==> src/rtl/sll_multicycle.sv <==
// Iterative 32-bit logical left shifter: one barrel stage per clock (16, 8, 4, 2, 1).
// Operands are accepted via start/busy/done; data_out updates only on completion.
module sll_multicycle (
    input  logic        clock,
    input  logic        reset,
    input  logic        start,
    input  logic [31:0] data_in,
    input  logic [4:0]  shamt,
    output logic [31:0] data_out,
    output logic        busy,
    output logic        done
);

    typedef enum logic {
        IDLE  = 1'b0,
        SHIFT = 1'b1
    } state_e;

    state_e      state_q, state_d;
    logic [31:0] acc_q, acc_d;
    logic [31:0] data_out_q, data_out_d;
    logic [4:0]  sh_q, sh_d;
    logic [2:0]  stg_q, stg_d;
    logic        done_q, done_d;
    logic [31:0] acc_step;

    // Stage stg handles shift-amount bit 4-stg, largest stride first.
    always_comb begin
        acc_step = acc_q;
        case (stg_q)
            3'd0: if (sh_q[4]) acc_step = acc_q << 16;
            3'd1: if (sh_q[3]) acc_step = acc_q << 8;
            3'd2: if (sh_q[2]) acc_step = acc_q << 4;
            3'd3: if (sh_q[1]) acc_step = acc_q << 2;
            3'd4: if (sh_q[0]) acc_step = acc_q << 1;
            default: acc_step = acc_q;
        endcase
    end

    always_comb begin
        state_d    = state_q;
        acc_d      = acc_q;
        sh_d       = sh_q;
        stg_d      = stg_q;
        data_out_d = data_out_q;
        done_d     = 1'b0;
        case (state_q)
            IDLE: begin
                if (start) begin
                    acc_d   = data_in;
                    sh_d    = shamt;
                    stg_d   = 3'd0;
                    state_d = SHIFT;
                end
            end
            SHIFT: begin
                acc_d = acc_step;
                stg_d = stg_q + 3'd1;
                if (stg_q == 3'd4) begin
                    data_out_d = acc_step;
                    done_d     = 1'b1;
                    state_d    = IDLE;
                end
            end
            default: state_d = IDLE;
        endcase
    end

    always_ff @(posedge clock or posedge reset) begin
        if (reset) begin
            state_q    <= IDLE;
            acc_q      <= 32'h0;
            sh_q       <= 5'h0;
            stg_q      <= 3'h0;
            data_out_q <= 32'h0;
            done_q     <= 1'b0;
        end else begin
            state_q    <= state_d;
            acc_q      <= acc_d;
            sh_q       <= sh_d;
            stg_q      <= stg_d;
            data_out_q <= data_out_d;
            done_q     <= done_d;
        end
    end

    assign busy     = (state_q == SHIFT);
    assign done     = done_q;
    assign data_out = data_out_q;

endmodule

==> config.mk <==
export PLATFORM = sky130hd
export DESIGN_NAME = sll_multicycle
export DESIGN_NICKNAME = d
export VERILOG_FILES = /design/src/rtl/sll_multicycle.sv
export SDC_FILE = /design/constraint.sdc
export NUM_CORES = 1
export LEC_CHECK = 0
export CORE_ASPECT_RATIO = 0.7
export CORE_MARGIN = 2
export CORE_UTILIZATION = 50
export CTS_BUF_LIST = sky130_fd_sc_hd__clkbuf_16
export DETAILED_ROUTE_END_ITERATION = 12
export DONT_BUFFER_PORTS = 1
export GPL_ROUTABILITY_DRIVEN = 0
export PLACE_DENSITY = 0.67
export SETUP_SLACK_MARGIN = 0.3
export SYNTH_ARGS = -nofsm -noshare
export SYNTH_HDL_FRONTEND = slang
export SYNTH_SLANG_ARGS = --single-unit
export TNS_END_PERCENT = 50
==> constraint.sdc <==
create_clock -name clock -period 3.11 [get_ports clock]
set_input_delay 0.622 -clock clock [delete_from_list [all_inputs] [get_ports clock]]
set_output_delay 0.622 -clock clock [all_outputs]
set_load 0.03 [all_outputs]
==> results.toml, run 1 <==
[timing]
relSlewSlack_pct = 28.0
drv_slew = 0
fin_crit_sh_pct = 76.7
setup_viol = 0
layout_setup_ws_ns = 0.725
rsz0062_at_grt = "false"
tns_ns = 0
hold_ws_ns = 0.232
hold_viol_final = 0
max_freq_mhz = 419
period_needed_ns = 2.38
finalClockSkew_ns = 0.00531
max_slew.worst_pin.slew_ns = 1.08

[global_route]
grt_pass1_wl_um = 23800
first_global_vias = 4114
grt_overflow_total = 0
antenna_found_initial = 0
grt_max_degree = 49
track_usage_pct = 27.5

[job]
maxCapViolCount = 0

[placement]
dp.final_hpwl_um = 9930
numPortBuffers = 0
pre_cts_ws_ns = 0.774

[finish]
area_growth_pct = 4.91
final_core_util_pct = 53.2
antenna_cells = 0
multiInputGateArea_um2 = 2910
drive_gt1_share_pct = 12.5
nets = 537
fillers = 931
regArea_um2 = 1850

[die]
start_util_pct = 50.7
ios = 74
die_x_um = 126
die_y_um = 89.3
core_area_um2 = 10200
die_area_um2 = 11200
rows = 31

[pwr]
p_per_area_nw_per_um2 = 1460
ir_drop_v = 0.000519
total_power_w = 0.00798
p_leak_nw = 2.40

[clock_network]
clockBufferDepth = 2
holdBufCountCts = 0
cts.clk_slew.worst_paths_ns = 0.06
cts_made_buffers = 9
clock_latency_ns = 0.34
root_buffer = "clkbuf_16"
cts-htree-levels = 3
cts_tree = "done"
cts_sinks = 74
cts_resized = 0
cts_setup_buffers = 0

[critical_path]
crit_start = "stg_q[0]"
worst-setup-path-type = "flip-flop to flip-flop"
crit_arrival_ns = 2.65
cp.required_ns = 3.37
end_kind = "flip-flop"
start_kind = "flip-flop"
cp_max_fo = 16
rr_startpoint = "stg_q[0]"

[hold_path]
min_path_type = "primary input to async pin"

[synth]
syn_avg_cell_area_um2 = 9.48
synth-edff-count = 0
yosysUniqueCellTypes = 43
synthCells = 548
yosys-top-cells-area = "dfrtp_1 (36%), mux2i_1 (20%), o22ai_1 (5.1%)"
yosysTopAreaCell = "dfrtp_1"
yosys_warnings = 0
synthesis.area_um2 = 5190
ys_seq_area_share_pct = 35.6
synth_top_area_share_pct = 35.6
async_flop_share_pct = 100
ys.flop_type = "dfrtp_1"
ys_seq_elements = 74
syn_nets = 593

[route]
vias = 4362
viasPerCell = 6.93
wl_per_cell_um = 23.8
drtIter0Drc = 527
drc = 0
ant_nets = 0
drt-pass1-iter-count = 5
finalWirelength_um = 15000

[outcome]
outcome = "completed"
[cells in the mapped netlist (all sizes together) (3+ instances only)]
master / instances
a21o: 5
a21oi: 21
a221o: 14
a221oi: 3
a31oi: 11
and3: 12
buf: 32
clkbuf: 48
dfrtp: 74
ha: 5
inv: 8
mux2: 23
mux2i: 106
nand2: 32
nand2b: 3
nor2: 32
nor3: 4
nor4: 13
o21ai: 22
o22a: 7
o22ai: 42
o32ai: 16
[power breakdown]
part	leakage, nW	internal [W]	switching (W)
Sequential	0.908	0.00144	0.00135
Clock	0.174	0.000865	0.000425
Combinational	1.32	0.00181	0.00209
Total	2.40	0.00411	0.00387
[cell type report]
type	count	share of cell area (%)
well taps	132	3.03
repair buffers	13	2.25
multi-input cells	386	53.5
inverters	8	0.551
clock buffers	9	4.13
flip-flops and latches	74	34.0
clock inverters	7	2.57
[critical path, cell delays in order (launching register included)]
cell and delay, ns:
dfrtp_1 0.42, ha_1 0.22, ha_1 0.22, or2_2 0.35, nor2_2 0.66, nor4_1 0.22
a21oi_1 0.21
[metal layers]
| metal | up-vias | global-route usage, % | part of all wire (%) |
|---|---|---|---|
| met5 | - | 0 | 0 |
| met4 | 0 | 9.69 | 2.0 |
| met3 | 25 | 8.50 | 11 |
| met2 | 239 | 38.9 | 42 |
| met1 | 2165 | 39.8 | 45 |
| li1 | 1933 | - | - |
[stage by stage]
step | std cells | cell area (um2)
6_report | 629 | 5450
5_1_grt | 629 | 5450
4_1_cts | 629 | 5450
3_5_place_dp | 613 | 5080
3_3_place_gp | 613 | 5080
2_1_floorplan | 548 | 5190
[worst paths after layout]
| path | slack (ns) | end | depth (start not counted) |
|---|---|---|---|
| setup reg to reg | 0.73 | acc_q[22] | 6 |
| max in group asynchronous | 2.19 | busy | 2 |
| hold / removal | 0.23 | data_out[22] | 1 |
| min in group clock | 0.37 | stg_q[2] | 1 |
| setup / recovery | 0.73 | acc_q[22] | 6 |
| hold reg to reg | 0.57 | stg_q[0] | 1 |
[cells by family after synthesis]
family	synth area share [%]
adder cells (fa/ha/maj)	1.20
flip-flops	35.6
multiplexers	25.6
buffers and inverters	8.26
AO/OA/AOI/OAI	20.0
AND/OR/NAND/NOR	9.30
[cells in the final DEF (no fill, tap or decap), types with 7 or more instances in the layout]
| master | count |
|---|---|
| o22a_1 | 7 |
| o22ai_1 | 42 |
| nor4_1 | 13 |
| o21ai_1 | 9 |
| mux2_2 | 20 |
| a221o_1 | 14 |
| nand2_1 | 32 |
| nor2_1 | 31 |
| a31oi_1 | 11 |
| o21ai_0 | 13 |
| clkbuf_16 | 9 |
| buf_4 | 11 |
| o32ai_1 | 16 |
| dfrtp_1 | 73 |
| a21oi_1 | 21 |
| and3_1 | 12 |
| mux2i_1 | 106 |
[sequential cells by signal, indices dropped and copies added, names as in the netlist]
register,flops
acc_q,32
data_out,32
sh_q,5
stg_q,3
done,1
busy,1
Power figures use the tool's default switching activity.
==> run 2, diff against run 1 <==
==> constraint.sdc (replaced) <==
create_clock -name clock -period 2.4 [get_ports clock]
set_input_delay 0.48 -clock clock [delete_from_list [all_inputs] [get_ports clock]]
set_output_delay 0.48 -clock clock [all_outputs]
set_load 0.03 [all_outputs]
==> results.toml, run 2 (synthesis gave the netlist of run 1 again) <==
[outcome]
outcome = "completed"

[timing]
period_needed_ns = 2.02
fin_crit_sh_pct = 84.3
hold_viol_final = 0
relSlewSlack_pct = 42.8
max_slew.worst_pin.slew_ns = 0.857
setup_viol = 0
tns_ns = 0
finalClockSkew_ns = 0.00652
max_freq_mhz = 495
drv_slew = 0
rsz0062_at_grt = "true"

[finish]
fin_area_um2 = 5650
nets = 554
drive_gt1_share_pct = 17.7
multiInputGateArea_um2 = 3010
area_growth_pct = 8.67
final_common_cell = "mux2i_1"
fillers = 936
layout_common_cells = "mux2i_1 (106), dfrtp_1 (71), o22ai_1 (42), nand2_1 (31), nor2_1 (31)"
antenna_cells = 0
regArea_um2 = 1860

[die]
die_y_um = 89.3
die_x_um = 126
die_area_um2 = 11200
rows = 31
ios = 74
start_util_pct = 50.7
core_area_um2 = 10200

[global_route]
grt_max_degree = 52
antenna_found_initial = 0
grt_overflow_total = 0
grt_pass1_wl_um = 24000
track_usage_pct = 27.7
first_global_vias = 4265

[route]
vias = 4431
viasPerCell = 6.86
drtIter0Drc = 377
wl_per_cell_um = 23.9
finalWirelength_um = 15400
drc = 0
ant_nets = 0
drt-pass1-iter-count = 5

[critical_path]
cp.required_ns = 2.61
worst-setup-path-type = "flip-flop to flip-flop"
crit_arrival_ns = 2.23
r2r_cells = 7
start_kind = "flip-flop"
r2r-end = "acc_q[19]"
rr_startpoint = "stg_q[1]"
cp_max_fo = 8
crit_start = "stg_q[1]"
end_kind = "flip-flop"
r2r_setup_slack_ns = 0.38
critical_path.endpoint = "acc_q[19]"

[placement]
numPortBuffers = 0
placed_cell_area_um2 = 5260
dp.final_hpwl_um = 10200

[pwr]
combPwrFrac_pct = 54.4
ir_drop_v = 0.000710
p_switching_w = 0.00524
power.internal_w = 0.00542
p_leak_nw = 2.47
p_sw_share_pct = 49.2
seqPwrFrac_pct = 33.1
p_per_area_nw_per_um2 = 1890
clkPwrFrac_pct = 12.5

[clock_network]
cts_tree = "done"
clock_latency_ns = 0.35
cts_made_buffers = 9
cts.clk_slew.worst_paths_ns = 0.06
holdBufCountCts = 0
cts-htree-levels = 3
cts_setup_buffers = 0
clockBufferDepth = 2
cts_sinks = 74
root_buffer = "clkbuf_16"

[job]
maxCapViolCount = 0

[hold_path]
min_path_type = "primary input to async pin"
==> run 2: layout make-up <==
class | instances | share of cell area (%)
multi-input combinational | 387 | 53.2
sequential | 74 | 32.9
timing repair buffer | 29 | 5.25
clock buffer | 9 | 3.99
tap | 132 | 2.93
clock inverter | 7 | 1.09
inverter | 8 | 0.643
==> run 2: per-stage QoR <==
step	power, W	std cells	utilization, %	setup slack, ns	hold slack, ns
6_report	0.0107	646	55.1	0.378	0.0476
2_1_floorplan	0.00753	548	-	0.426	0.515
5_1_grt	0.0113	646	55.1	0.278	0.0816
3_3_place_gp	0.00864	629	51.4	0.301	0.418
4_1_cts	0.0103	645	54.4	0.275	0.0563
3_5_place_dp	0.00889	629	51.4	0.201	0.425
==> run 2: layer usage <==
metal	track usage, %	up-vias	part of all wire, %
li1	-	1970	-
met3	8.86	29	10
met1	38.8	2193	45
met5	0	-	0
met2	40.7	239	43
met4	9.89	0	1.9
==> run 2: repair_timing <==
action,CTS,global route
endpoints found under the setup margin,26,58
pin swaps,0,1
resized for setup,5,17
cloned,0,1
==> run 2: power groups by stage <==
stage	clock network, W	logic [W]	registers [W]
floorplan	0	0.00489	0.00264
global placement	0	0.00519	0.00345
detailed placement	0	0.00540	0.00349
CTS	0.00134	0.00547	0.00349
global route	0.00140	0.00627	0.00363
finish	0.00133	0.00580	0.00353
==> run 2: worst min-delay path by stage <==
stage,start,end,slack (ns),depth (start not counted)
after floorplan,stg_q[0],stg_q[0],0.51,1
after CTS,reset,data_out[9],0.06,1
after global placement,reset,data_out[8],0.42,1
after detailed placement,reset,data_out[8],0.42,1
after global routing,reset,sh_q[2],0.08,1
final,reset,sh_q[0],0.05,1
==> run 2: critical path: stages, from the launching register on <==
cell and delay, ns:
dfrtp_1 0.40, inv_1 0.13, ha_1 0.23, o21ba_2 0.27, nor2_4 0.06, buf_4 0.18, nor4_1 0.48, a21oi_1 0.13
==> run 3, diff against run 2 <==
==> constraint.sdc (replaced) <==
create_clock -name clock -period 2.01 [get_ports clock]
set_input_delay 0.402 -clock clock [delete_from_list [all_inputs] [get_ports clock]]
set_output_delay 0.402 -clock clock [all_outputs]
set_load 0.03 [all_outputs]
==> results.toml, run 3 (synthesis gave the netlist of run 1 again) <==
[outcome]
outcome = "completed"

[global_route]
grt_overflow_total = 0
grt_max_degree = 75
antenna_found_initial = 0
track_usage_pct = 27.9
grt_pass1_wl_um = 24500
first_global_vias = 4425

[critical_path]
worst-setup-path-type = "flip-flop to flip-flop"
start_kind = "flip-flop"
slowest_delay_ns = 0.45
end_kind = "flip-flop"
r2r-end = "data_out[26]"
crit_arrival_ns = 2.17
slowest_stage = "dfrtp_2"
crit_path_cell_trace = "ha_4 -> ha_4 -> or2_4 -> nor2_4 -> buf_12 -> nor4_4 -> buf_4 -> o21ai_0"
cp_max_fo = 8
r2r_cells = 8
rr_startpoint = "stg_q[0]"
crit_top_cell = "ha_4"
cp.required_ns = 2.26
r2r_setup_slack_ns = 0.09

[placement]
place_inst = 637
pre_cts_ws_ns = -0.135
dp.final_hpwl_um = 9680
numPortBuffers = 0
placed_cell_area_um2 = 5360

[clock_network]
cts_sinks = 74
cts_tree = "done"
root_buffer = "clkbuf_16"
cts_made_buffers = 9
cts-htree-levels = 3
clockBufferDepth = 2
cts.clk_slew.worst_paths_ns = 0.06
clock_latency_ns = 0.35
holdBufCountCts = 0

[route]
wl_met1_um = 6990
drc = 0
vias = 4538
drt-pass1-iter-count = 5
viasPerCell = 6.83
wl_per_cell_um = 23.7
drtIter0Drc = 523
ant_nets = 0
met3WireLength_um = 1580
finalWirelength_um = 15700
wl_met2_um = 6790
top_layer_used = "met4"

[timing]
finalClockSkew_ns = 0.0104
hold_viol_final = 0
period_needed_ns = 1.92
setup_viol = 0
tns_ns = 0
rsz0062_at_grt = "true"
layout_setup_ws_ns = 0.0926
relSlewSlack_pct = 47.5
max_slew.worst_pin.slew_ns = 0.787
max_freq_mhz = 522
drv_slew = 0
fin_crit_sh_pct = 95.4

[finish]
nets = 572
area_growth_pct = 18.9
antenna_cells = 0
drive_gt1_share_pct = 26.3
fin_area_um2 = 6170
fillers = 855
fin_cells = 664
layout_common_cells = "mux2i_1 (106), dfrtp_1 (71), o22ai_1 (39), nand2_1 (32), nor2_1 (31)"
final_common_cell = "mux2i_1"

[die]
die_x_um = 126
die_y_um = 89.3
start_util_pct = 50.7
ios = 74
die_area_um2 = 11200
core_area_um2 = 10200
rows = 31

[hold_path]
min_path_type = "primary input to async pin"

[job]
maxCapViolCount = 0
-- run 3: cell count changes in the layout (fill, tap and decap cells not counted), moves of 6 or more --
cell     before  now
buf_4        22   28
buf_6         1    8
nor4_4        0    8
o21ai_0      13    6
o32ai_1      16    2
o32ai_2       0   14
-- run 3: area by class of cell --
cell class	count	area (um2)	share of cell area [%]
multi-input combinational	387	3330	54.0
sequential	74	1860	30.1
timing repair buffer	47	526	8.51
clock buffer	9	225	3.65
tap	132	165	2.67
inverter	8	41.3	0.669
clock inverter	7	30.0	0.486
-- run 3: per-stage QoR --
stage	utilization [%]	hold slack, ns
floorplan	-	0.515
global placement	52.3	0.415
detailed placement	52.3	0.422
CTS	57.8	0.0642
global route	60.3	0.0746
finish	60.3	0.0278
-- run 3: routing by layer --
metal  global-route usage (%)  up-vias
met3                     8.56       46
li1                         -     2005
met4                     9.09        0
met2                     41.8      260
met1                     39.0     2227
met5                        0        -
-- run 3: repair_timing --
item,4_1_cts,5_1_grt
endpoints found under the setup margin,64,64
gates cloned,2,1
buffers inserted,6,2
gates resized for setup,46,41
pin swaps,17,10
-- run 3: how the worst max path moves through the flow --
stage | start | to | slack [ns]
CTS | stg_q[1] | acc_q[30] | 0.17
detailed placement | stg_q[0] | acc_q[2] | -0.14
global route | stg_q[0] | acc_q[13] | 0.07
floorplan | stg_q[0] | acc_q[19] | 0.04
global placement | stg_q[0] | acc_q[19] | -0.06
finish | stg_q[0] | data_out[26] | 0.09
-- run 3: critical path, delay by kind of cell, from the launching register on --
kind | cells | cell delay [ns]
AND/OR/NAND/NOR | 3 | 0.53
flip-flops | 1 | 0.45
adder cells (fa/ha/maj) | 2 | 0.35
buffers and inverters | 2 | 0.32
AO/OA/AOI/OAI | 1 | 0.17
Power of run 3 is left out: the tool's default activity adds up to more than one toggle a clock period on the data nets, which glitch-free logic cannot reach.
